===== src/rtl/mem_port_arbiter_pkg.sv =====
// Shared encodings and defaults for the two-requester memory port arbiter.
package mem_port_arbiter_pkg;

  localparam int WORD_SIZE_DEFAULT = 8;
  localparam int BURST_MAX_DEFAULT = 4;
  localparam int CNT_SIZE_DEFAULT  = 8;

  localparam int REQ_CPU = 0;
  localparam int REQ_LDR = 1;

  typedef enum logic [1:0] {
    IDLE = 2'd0,
    OWN0 = 2'd1,
    OWN1 = 2'd2
  } arb_state_e;

endpackage


===== src/rtl/mem_port_arbiter_burst_counter.sv =====
// Burst length counter: clears on ownership change, counts accesses and
// saturates at burst_max-1, where it raises the terminal-count flag.
module arb_burst_counter #(
  parameter int cnt_size  = 8,
  parameter int burst_max = 4
) (
  input  logic clk_i,
  input  logic rst_ni,
  input  logic clear_i,
  input  logic incr_i,
  output logic terminal_o
);

  localparam logic [cnt_size-1:0] LastCount = cnt_size'(burst_max - 1);

  logic [cnt_size-1:0] count_q;
  logic [cnt_size-1:0] count_d;

  assign terminal_o = (count_q == LastCount);

  // Holding at the terminal value lets a lone owner keep the port indefinitely.
  always_comb begin
    count_d = count_q;
    if (clear_i) begin
      count_d = '0;
    end else if (incr_i && !terminal_o) begin
      count_d = count_q + 1'b1;
    end
  end

  always_ff @(posedge clk_i) begin
    if (!rst_ni) begin
      count_q <= '0;
    end else begin
      count_q <= count_d;
    end
  end

endmodule


===== src/rtl/mem_port_arbiter.sv =====
// Round-robin arbiter sharing one single-port memory between the processor
// (requester 0) and the loader/debug port (requester 1), with bounded bursts.
module mem_port_arbiter
  import mem_port_arbiter_pkg::*;
#(
  parameter int word_size = WORD_SIZE_DEFAULT,
  parameter int burst_max = BURST_MAX_DEFAULT,
  parameter int cnt_size  = CNT_SIZE_DEFAULT
) (
  input  logic                 clk,
  input  logic                 rst,
  input  logic                 req_0,
  input  logic                 we_0,
  input  logic [word_size-1:0] addr_0,
  input  logic [word_size-1:0] wdata_0,
  output logic                 gnt_0,
  input  logic                 req_1,
  input  logic                 we_1,
  input  logic [word_size-1:0] addr_1,
  input  logic [word_size-1:0] wdata_1,
  output logic                 gnt_1,
  output logic [word_size-1:0] mem_address,
  output logic [word_size-1:0] mem_data_in,
  output logic                 mem_write,
  input  logic [word_size-1:0] mem_word,
  output logic [word_size-1:0] rdata
);

  arb_state_e state_q;
  arb_state_e state_d;
  logic       gnt0_q;
  logic       gnt1_q;
  logic       lastOwner_q;
  logic       lastOwner_d;
  logic       access;
  logic       terminal;
  logic       stateChange;

  assign access      = (gnt0_q & req_0) | (gnt1_q & req_1);
  assign stateChange = (state_d != state_q);

  arb_burst_counter #(
    .cnt_size  (cnt_size),
    .burst_max (burst_max)
  ) u_burst_counter (
    .clk_i      (clk),
    .rst_ni     (rst),
    .clear_i    (stateChange),
    .incr_i     (access),
    .terminal_o (terminal)
  );

  // Ties in IDLE go to the requester that did not own the port last.
  always_comb begin
    state_d     = state_q;
    lastOwner_d = lastOwner_q;
    case (state_q)
      IDLE: begin
        if (req_0 && req_1) begin
          state_d = lastOwner_q ? OWN0 : OWN1;
        end else if (req_0) begin
          state_d = OWN0;
        end else if (req_1) begin
          state_d = OWN1;
        end
      end
      OWN0: begin
        if (!req_0) begin
          state_d = req_1 ? OWN1 : IDLE;
        end else if (terminal && req_1) begin
          state_d = OWN1;
        end
      end
      OWN1: begin
        if (!req_1) begin
          state_d = req_0 ? OWN0 : IDLE;
        end else if (terminal && req_0) begin
          state_d = OWN0;
        end
      end
      default: state_d = IDLE;
    endcase
    if (state_q == OWN0 && state_d != OWN0) begin
      lastOwner_d = 1'(REQ_CPU);
    end else if (state_q == OWN1 && state_d != OWN1) begin
      lastOwner_d = 1'(REQ_LDR);
    end
  end

  always_ff @(posedge clk) begin
    if (!rst) begin
      state_q     <= IDLE;
      gnt0_q      <= 1'b0;
      gnt1_q      <= 1'b0;
      lastOwner_q <= 1'(REQ_LDR);
    end else begin
      state_q     <= state_d;
      gnt0_q      <= (state_d == OWN0);
      gnt1_q      <= (state_d == OWN1);
      lastOwner_q <= lastOwner_d;
    end
  end

  assign gnt_0 = gnt0_q;
  assign gnt_1 = gnt1_q;

  // The memory side follows the registered grant so a request cannot glitch it.
  always_comb begin
    mem_address = '0;
    mem_data_in = '0;
    mem_write   = 1'b0;
    if (gnt0_q) begin
      mem_address = addr_0;
      mem_data_in = wdata_0;
      mem_write   = we_0 & req_0;
    end else if (gnt1_q) begin
      mem_address = addr_1;
      mem_data_in = wdata_1;
      mem_write   = we_1 & req_1;
    end
  end

  assign rdata = mem_word;

  assert property (@(posedge clk) disable iff (!rst) !(gnt_0 && gnt_1));

endmodule


===== config.mk =====
export PLATFORM = sky130hd
export DESIGN_NAME = mem_port_arbiter
export DESIGN_NICKNAME = d
export VERILOG_FILES = /design/src/rtl/mem_port_arbiter_pkg.sv /design/src/rtl/mem_port_arbiter_burst_counter.sv /design/src/rtl/mem_port_arbiter.sv
export SDC_FILE = /design/constraint.sdc
export NUM_CORES = 1
export LEC_CHECK = 0
export ABC_AREA = 1
export CORE_MARGIN = 2
export CORE_UTILIZATION = 37
export CTS_CLUSTER_SIZE = 30
export DETAILED_ROUTE_END_ITERATION = 10
export PLACE_DENSITY = 0.95
export SETUP_SLACK_MARGIN = 0.05
export SYNTH_ARGS = -nofsm -noshare
export SYNTH_HDL_FRONTEND = slang
export SYNTH_SLANG_ARGS = --single-unit
export TNS_END_PERCENT = 20

===== constraint.sdc =====
create_clock -name clk -period 2.4 [get_ports clk]
set_input_delay 0.48 -clock clk [delete_from_list [all_inputs] [get_ports clk]]
set_output_delay 0.48 -clock clk [all_outputs]
set_load 0.05 [all_outputs]

# Word level (Yosys, flattened, before mapping)
# Index checks and enable logic that the tools add are counted.
[word_totals]
reg_bits = 13
inputBits = 46
output_inout_bits = 27
wordCells = 49
[classes]
add_sub_neg = 1
eq_ne = 8
n_mux = 19
bitwise = 6
reduce_logical = 10
[ops]
columns = ["operator", "n"]
rows = [
  ["8-bit 2-to-1 mux", 4],
  ["2-bit 2-to-1 mux", 9],
  ["8-bit by 1-bit adder with 8-bit output, second input constant", 1],
  ["8-bit by 2-bit == test with 1-bit output, second input constant", 1],
  ["1-bit logical AND", 6],
  ["2-bit one-hot mux with 3 select lines", 1],
  ["1-bit 2-to-1 mux", 5],
  ["1-bit AND", 4],
  ["2-bit by 1-bit == test with 1-bit output, second input constant", 2],
  ["2-bit == test, second input constant", 2],
  ["2-bit logical NOT", 1],
  ["2-bit by 1-bit != test with 1-bit output, second input constant", 1],
  ["2-bit != test", 1],
  ["2-bit != test, second input constant", 1],
  ["2-bit nonzero test", 1],
  ["2-bit OR reduction", 1],
  ["1-bit logical NOT", 1],
  ["1-bit NOT", 1],
  ["1-bit bitwise OR", 1],
]

# Longest topological paths before layout
# Gate-level depths: netlist (run 1).
[logic_depth]
ltp_word = 9
ltp_mapped = 11
depth_no_buf = 11

# Cells and area by module
# A second synthesis (run 1) with hierarchy kept.
[unflattened]
cells_unflattened = 192
area_unflattened_um2 = 1123.6
[by_module_without_submodules]
columns = ["module", "n_inst", "cells_per_inst", "area_per_inst_um2", "seq_area_each_um2"]
rows = [
  ["mem_port_arbiter", 1, 118, 629.4, 100.1],
  ["arb_burst_counter", 1, 74, 494.2, 160.2],
]

# Least setup slack after synthesis (run 1)
# No wires, ideal clock.
[synth_path]
path_kind = "register -> output"
from = "reg gnt1_q, in the netlist gnt_1"
to = "out mem_write"
t_arrival_ps = 2041
required_time_ps = 1920
setup_slack_ps = -121
path_stages_with_launch = 4
path_buffers = 1
path_cell_list = "dfxtp_1 > buf_2 > nand3_1 > o21ai_0"
[synth_between]
elab_chain_cells = 2
[synth_rtl]
columns = ["item", "line_no", "rtl"]
rows = [
  ["start: declaration", "mem_port_arbiter.sv:32", "logic gnt1_q;"],
  ["start signal: assignment", "mem_port_arbiter.sv:99", "gnt1_q <= (state_d == OWN1);"],
  ["1-bit 2-to-1 mux", "mem_port_arbiter.sv:116", "end else if (gnt1_q) begin"],
  ["1-bit 2-to-1 mux", "mem_port_arbiter.sv:112", "if (gnt0_q) begin"],
  ["end: declaration", "mem_port_arbiter.sv:24", "output logic mem_write,"],
]
# Every way passes these cells.

# Worst setup path after layout (run 1)
[layout_path]
from = "in req_1"
to = "out mem_write"
[layout_between]
elab_chain_cells = 3
[layout_rtl]
columns = ["item", "line_no", "rtl"]
rows = [
  ["start: declaration", "mem_port_arbiter.sv:17", "input logic req_1,"],
  ["1-bit AND", "mem_port_arbiter.sv:119", "mem_write = we_1 & req_1;"],
  ["1-bit 2-to-1 mux", "mem_port_arbiter.sv:116", ""],
  ["1-bit 2-to-1 mux", "mem_port_arbiter.sv:112", ""],
]
# Every way passes these cells.

==> impl_metrics.env, run 1 <==
export IMPL_grt_setup_unrepaired="no"
export IMPL_regArea_um2=260
export IMPL_synth_cell_types=23
export IMPL_post_route_min_period_ns=2.03
export IMPL_yosys_area_share_simple_pct=43.7
export IMPL_hold_buffers=0
export IMPL_port_buffers=56
export IMPL_postRouteAntennaNets=0
export IMPL_power_frac_comb_pct=58.2
export IMPL_fin_cells=249
export IMPL_syn_nets=217
export IMPL_final_area_mm2=0.00174
export IMPL_post_route_drc_count=0
export IMPL_num_vias=1218
export IMPL_critPathArrivalTime_ns=1.55
export IMPL_p_int_mw=0.522
export IMPL_synth_edff_count=0
export IMPL_num_antenna_cells=0
export IMPL_clkTransAtPathRegs_ns=0.08
export IMPL_finish_utilization_pct=64.9
export IMPL_min_path_type="register to register"
export IMPL_htree_num_levels=1
export IMPL_irDropWorstVdd_v=0.000491
export IMPL_antenna_found_initial=0
export IMPL_area_growth_pct=70.0
export IMPL_first_pass_iters=4
export IMPL_wl_per_cell_um=12.0
export IMPL_numCtsBuffers=3
export IMPL_post_route_cells_drive_above_1_share_pct=16.1
export IMPL_cts_sinks=13
export IMPL_top_level_ports=73
export IMPL_power_switching_mw=0.362
export IMPL_synthAdderAreaFrac_pct=1.22
export IMPL_detail_route_iter0_violations=39
export IMPL_switching_share_pct=40.9
export IMPL_slew_headroom_pct=72.9
export IMPL_worst_endpoint_required_ns=1.92
export IMPL_syn_avg_cell_area_um2=6.04
export IMPL_synth_mux_area_share_pct=2.20
export IMPL_cpPeakStageDelay_ns=0.57
export IMPL_dp_cells=245
export IMPL_core_area_mm2=0.00269
export IMPL_cts_resized=0
export IMPL_synth_top_area_share_pct=25.4
export IMPL_synth_area_leaders="dfxtp_1 25%, nand2_1 16%, nand3_1 13%, inv_1 7.3%, nor2_1 7.0%"
export IMPL_fmax_mhz=494
export IMPL_cts_tree="built"
export IMPL_grt_max_degree=20
export IMPL_startpoint_type="input pin"
export IMPL_synthArstFlopShare_pct=0
export IMPL_setup_tns_ns=0
export IMPL_fin_crit_sh_pct=84.4
export IMPL_routed_wl_um=2980
export IMPL_hpwl_um=2480
export IMPL_yosys_area_share_xor_xnor_pct=5.98
export IMPL_yosys_register_bits=13
export IMPL_clock_latency_ns=0.27
export IMPL_p_leak_nw=0.766
export IMPL_synthCells=170
export IMPL_cp_num_buf_inv=2
export IMPL_cp_end_kind="primary output"
export IMPL_final_cell_mix="45 x nand2_1, 37 x clkdlybuf4s50_1, 27 x nand3_1"
export IMPL_place_area_mm2=0.00172
export IMPL_yosysSeqAreaShare_pct=25.4
export IMPL_seqPwrFrac_pct=27.3
export IMPL_cts_root_buf="clkbuf_4"
export IMPL_post_cts_buffers=0
export IMPL_grt_pass1_wl_um=5000
export IMPL_slowest_stage="clkdlybuf4s50_1"
export IMPL_max_clock_path_buffers=2
export IMPL_status="finished, final reports clean"
export IMPL_multi_input_area_um2=598
export IMPL_crit_chain="clkdlybuf4s50_1 -> nand3_1 -> o21ai_1 -> buf_12"
export IMPL_yosysWarnings=0
export IMPL_skew_ns=0.00662
export IMPL_row_count=19
export IMPL_final_hold_viol_count=0
export IMPL_tightest_slew_ns=0.404
export IMPL_netlist_area_mm2=0.00103
export IMPL_synth_ff_type="dfxtp_1"
export IMPL_dieWidth_um=56.7
export IMPL_mostFrequentLayoutCell="nand2_1"
export IMPL_place_congestion=0.890
export IMPL_grt_total_usage_pct=19.6
export IMPL_vias_per_cell=4.89
export IMPL_grt_pass1_vias=1226
export IMPL_synth_compound_area_share_pct=5.24
export IMPL_finalMaxSlewViolations=0
export IMPL_worstPathMaxFanout=6
export IMPL_clock_power_share_pct=14.5
export IMPL_cpLargestDelayFamily="buffers and inverters"
export IMPL_finalSetupViolCount=0
export IMPL_fin_ws_ns=0.374
export IMPL_maxCapViolCount=0
export IMPL_grt_overflow=0
export IMPL_synth_top_family_by_area="simple AND/OR/NAND/NOR gates"
export IMPL_synth_area_leader_cell="dfxtp_1"
export IMPL_dp_slack_ns=0.332
export IMPL_start_util_pct=38.2
export IMPL_fill_cells=240
export IMPL_dieArea_mm2=0.00321
export IMPL_power_density_mw_per_mm2=507
export IMPL_die_h_um=56.7
export IMPL_crit_type="input pin to primary output"
export IMPL_nets=266
==> synthesized netlist by cell type, types with 2 or more instances <==
cell,instances
a21oi_1,3
a31oi_1,2
buf_2,2
buf_4,9
clkbuf_1,2
dfxtp_1,13
inv_1,20
mux2_2,2
nand2_1,45
nand2_2,3
nand3_1,27
nand4_1,4
nor2_1,19
nor2_2,3
nor3_1,2
o21ai_0,2
xor2_1,6
==> worst reg2reg max path, cell delays in order, from the launching register on <==
cell	delay [ns]
dfxtp_1	0.37
ha_1	0.19
inv_1	0.06
nor2_2	0.16
nand3_1	0.11
nand2_1	0.14
nand2_1	0.09
a21oi_1	0.15
nor2_1	0.07
nand2_2	0.14
nor2_1	0.06
==> through the flow <==
step,hold slack (ns),total power [mW]
finish,0.541,0.884
global route,0.565,0.936
CTS,0.544,0.890
detailed placement,0.523,0.760
global placement,0.494,0.751
floorplan,0.463,0.540
==> per-layer routing <==
metal / track usage [%] / part of all wire [%] / vias up
li1: - / - / 624
met1: 20.0 / 40 / 540
met2: 37.9 / 52 / 50
met3: 3.23 / 7.0 / 4
met4: 9.18 / 0.84 / 0
met5: 0 / 0 / -
==> final timing paths <==
| path | startpoint | endpoint | slack [ns] | cells past startpoint |
|---|---|---|---|---|
| setup / recovery | req_1 | mem_write | 0.37 | 4 |
| setup reg to reg | u_burst_counter.count_q[0]$_SDFFE_PP0P_ | u_burst_counter.count_q[7]$_SDFFE_PP0P_ | 0.75 | 10 |
| hold reg to reg | lastOwner_q$_SDFFE_PN1P_ | lastOwner_q$_SDFFE_PN1P_ | 0.54 | 2 |
| hold / removal | lastOwner_q$_SDFFE_PN1P_ | lastOwner_q$_SDFFE_PN1P_ | 0.54 | 2 |
==> power groups by stage <==
stage / Clock, mW / Combinational [mW] / Sequential, mW
after floorplan: 0 / 0.286 / 0.254
after global placement: 0 / 0.505 / 0.246
after detailed placement: 0 / 0.514 / 0.246
after CTS: 0.133 / 0.515 / 0.241
after global routing: 0.150 / 0.543 / 0.243
final: 0.128 / 0.514 / 0.241
==> layout make-up <==
class                   instances  area share [%]
clock buffers                   3            1.29
clock inverters                 1           0.287
inverters                      21            4.52
multi-input cells             122            34.3
flip-flops and latches         13            14.9
well taps                      31            2.22
repair buffers                 58            42.5
==> flip-flops by register name, indices dropped and copies added (netlist names) <==
signal	cells
gnt_0	1
gnt_1	1
lastOwner_q	1
state_q	2
u_burst_counter.count_q	8
==> cells by family after synthesis <==
group,after synthesis
buffers and inverters,35
XOR/XNOR,7
flip-flops,13
adder cells (fa/ha/maj),1
AO/OA/AOI/OAI,9
AND/OR/NAND/NOR,103
multiplexers,2
Note: power is estimated with default switching activity, not from simulation.
==> inputs of run 2 (changes only) <==
Settings changed: CORE_UTILIZATION 37 to 31, PLACE_DENSITY 0.95 to 0.88.
Clock period 2.4 ns to 1.6 ns, I/O delays scaled along.
==> run 2 against run 1 <==
Clock skew rose by 0.0011 ns. Final cell count grew 13%. Sequential power up 53%. Utilization rose by 4.9 points. Total power increased by 76%. Highest routed layer unchanged.
==> impl_metrics.env, run 2 (synthesis results as in run 1) <==
export IMPL_dp_cells=267
export IMPL_critPathArrivalTime_ns=1.25
export IMPL_die_h_um=61.5
export IMPL_top_level_ports=73
export IMPL_worstPathMaxFanout=8
export IMPL_maxCapViolCount=0
export IMPL_reg_top3="u_burst_counter.count_q x8, state_q x2"
export IMPL_cp_endpoint="mem_address[7]"
export IMPL_start_util_pct=33.1
export IMPL_worst_endpoint_required_ns=1.28
export IMPL_clock_power_share_pct=13.1
export IMPL_core_area_mm2=0.00310
export IMPL_postRouteAntennaNets=0
export IMPL_detail_route_iter0_violations=75
export IMPL_cts_root_buf="clkbuf_4"
export IMPL_finalSetupViolCount=0
export IMPL_vias_per_cell=4.83
export IMPL_wl_per_cell_um=14.0
export IMPL_p_int_mw=0.925
export IMPL_num_antenna_cells=0
export IMPL_row_count=20
export IMPL_cp_end_kind="primary output"
export IMPL_hold_buffers=0
export IMPL_startpoint="gnt_1$_SDFF_PN0_"
export IMPL_crit_type="register to primary output"
export IMPL_routed_wl_um=3930
export IMPL_r2r_end="u_burst_counter.count_q[7]$_SDFFE_PP0P_"
export IMPL_htree_num_levels=1
export IMPL_skew_ns=0.00775
export IMPL_place_congestion=0.929
export IMPL_power_frac_comb_pct=63.2
export IMPL_grt_pass1_wl_um=4870
export IMPL_regArea_um2=269
export IMPL_hpwl_um=2730
export IMPL_dieWidth_um=61.5
export IMPL_clkTransAtPathRegs_ns=0.08
export IMPL_multi_input_area_um2=767
export IMPL_largest_reg_flops=8
export IMPL_power_switching_mw=0.631
export IMPL_reg2reg_slack_ns=0.12
export IMPL_dieArea_mm2=0.00379
export IMPL_finalMaxSlewViolations=0
export IMPL_crit_path_frequent_cell="buf_12"
export IMPL_clock_latency_ns=0.28
export IMPL_top_register="u_burst_counter.count_q"
export IMPL_fin_cells=281
export IMPL_fin_crit_sh_pct=98.4
export IMPL_status="finished, final reports clean"
export IMPL_numCtsBuffers=3
export IMPL_post_route_cells_drive_above_1_share_pct=39.2
export IMPL_timing_rr_start="u_burst_counter.count_q[0]$_SDFFE_PP0P_"
export IMPL_fmax_mhz=635
export IMPL_final_hold_viol_count=0
export IMPL_irDropWorstVdd_v=0.000387
export IMPL_grt_setup_unrepaired="yes"
export IMPL_cts_tree="built"
export IMPL_cts_sinks=13
export IMPL_grt_pass1_vias=1183
export IMPL_grt_max_degree=19
export IMPL_final_cell_mix="35 x clkdlybuf4s50_1, 29 x nand2_1, 22 x buf_12"
export IMPL_grt_overflow=0
export IMPL_min_path_type="register to register"
export IMPL_slowest_stage="dfxtp_2"
export IMPL_path_depth=5
export IMPL_antenna_found_initial=0
export IMPL_cpLargestDelayFamily="buffers and inverters"
export IMPL_p_leak_nw=0.905
export IMPL_mostFrequentLayoutCell="clkdlybuf4s50_1"
export IMPL_seqPwrFrac_pct=23.7
export IMPL_post_route_min_period_ns=1.57
export IMPL_switching_share_pct=40.6
export IMPL_first_pass_iters=4
export IMPL_hold_slack_ns=0.523
export IMPL_rr_worst_depth=11
export IMPL_cpPeakStageDelay_ns=0.34
export IMPL_nets=285
export IMPL_whs_path_depth=2
export IMPL_post_route_drc_count=0
export IMPL_max_clock_path_buffers=2
export IMPL_tightest_slew_ns=0.301
export IMPL_slew_headroom_pct=79.9
export IMPL_power_density_mw_per_mm2=718
export IMPL_crit_chain="buf_12 -> buf_4 -> nand3_1 -> nand2_1 -> buf_12"
export IMPL_num_vias=1358
export IMPL_area_growth_pct=111
export IMPL_grt_total_usage_pct=16.7
export IMPL_cp_num_buf_inv=3
export IMPL_startpoint_type="register"
export IMPL_port_buffers=56
export IMPL_fill_cells=219
==> run 2: changes by cell type in the layout (fill, tap and decap cells not counted), moves of 6 or more <==
cell and change:
nand2_1 -16, buf_4 +11, nand2_4 +11, nand3_1 -7
nand3_2 +7, nor2_1 -6
==> run 2: routing by layer <==
layer / global-route usage [%] / wire, um / vias up
met5: 0 / 0 / -
met4: 5.47 / 85 / 0
met3: 5.46 / 380 / 10
met2: 30.8 / 1910 / 71
met1: 17.7 / 1550 / 611
li1: - / - / 666
==> run 2: worst min-delay path by stage <==
stage,from,endpoint,slack (ns)
after floorplan,lastOwner_q$_SDFFE_PN1P_,lastOwner_q$_SDFFE_PN1P_,0.46
after global placement,lastOwner_q$_SDFFE_PN1P_,lastOwner_q$_SDFFE_PN1P_,0.49
after detailed placement,lastOwner_q$_SDFFE_PN1P_,lastOwner_q$_SDFFE_PN1P_,0.50
after CTS,lastOwner_q$_SDFFE_PN1P_,lastOwner_q$_SDFFE_PN1P_,0.52
after global routing,lastOwner_q$_SDFFE_PN1P_,lastOwner_q$_SDFFE_PN1P_,0.56
final,lastOwner_q$_SDFFE_PN1P_,lastOwner_q$_SDFFE_PN1P_,0.52
==> run 2: power groups by stage <==
| stage | clock [mW] | sequential, mW | combinational (mW) |
|---|---|---|---|
| 2_1_floorplan | 0 | 0.382 | 0.470 |
| 3_3_place_gp | 0 | 0.373 | 0.845 |
| 3_5_place_dp | 0 | 0.373 | 0.856 |
| 4_1_cts | 0.201 | 0.368 | 0.873 |
| 5_1_grt | 0.212 | 0.371 | 1.03 |
| 6_report | 0.204 | 0.369 | 0.984 |
==> run 2: area by class of cell <==
type | count | share of cell area [%]
Timing Repair Buffer | 77 | 44.7
Multi-Input combinational cell | 122 | 35.4
Sequential cell | 13 | 12.4
Inverter | 21 | 3.75
Tap cell | 44 | 2.54
Clock buffer | 4 | 1.21
==> run 2: worst reg2reg max path, stage by stage, from the launching register on <==
cell and delay, ns:
dfxtp_2 0.34, ha_2 0.18, inv_2 0.06, nor2_4 0.11, nand3_2 0.11, nand2_2 0.10
nand2_1 0.09, nand4_1 0.08, nand2_1 0.06, inv_1 0.10, nand2_4 0.10, nor2_1 0.10
==> run 2: timing repair <==
action | in CTS | in global routing
gates cloned | 0 | 1
pin swaps | 0 | 4
resized for setup | 11 | 29
setup buffers | 0 | 9
setup endpoints to repair | 17 | 28
endpoints found under the hold margin | 0 | 0
==> run 2: stage by stage <==
stage	cell area [um^2]	setup WS, ns	util, %	TNS [ns]	power [mW]
finish	2170	0.0255	69.8	0	1.56
detailed placement	1910	-0.206	61.5	-1.74	1.23
global route	2170	-0.0132	69.8	-0.0175	1.61
global placement	1910	-0.185	61.5	-1.57	1.22
floorplan	1110	0.0393	-	0	0.852
CTS	1970	0.0188	63.5	0	1.44
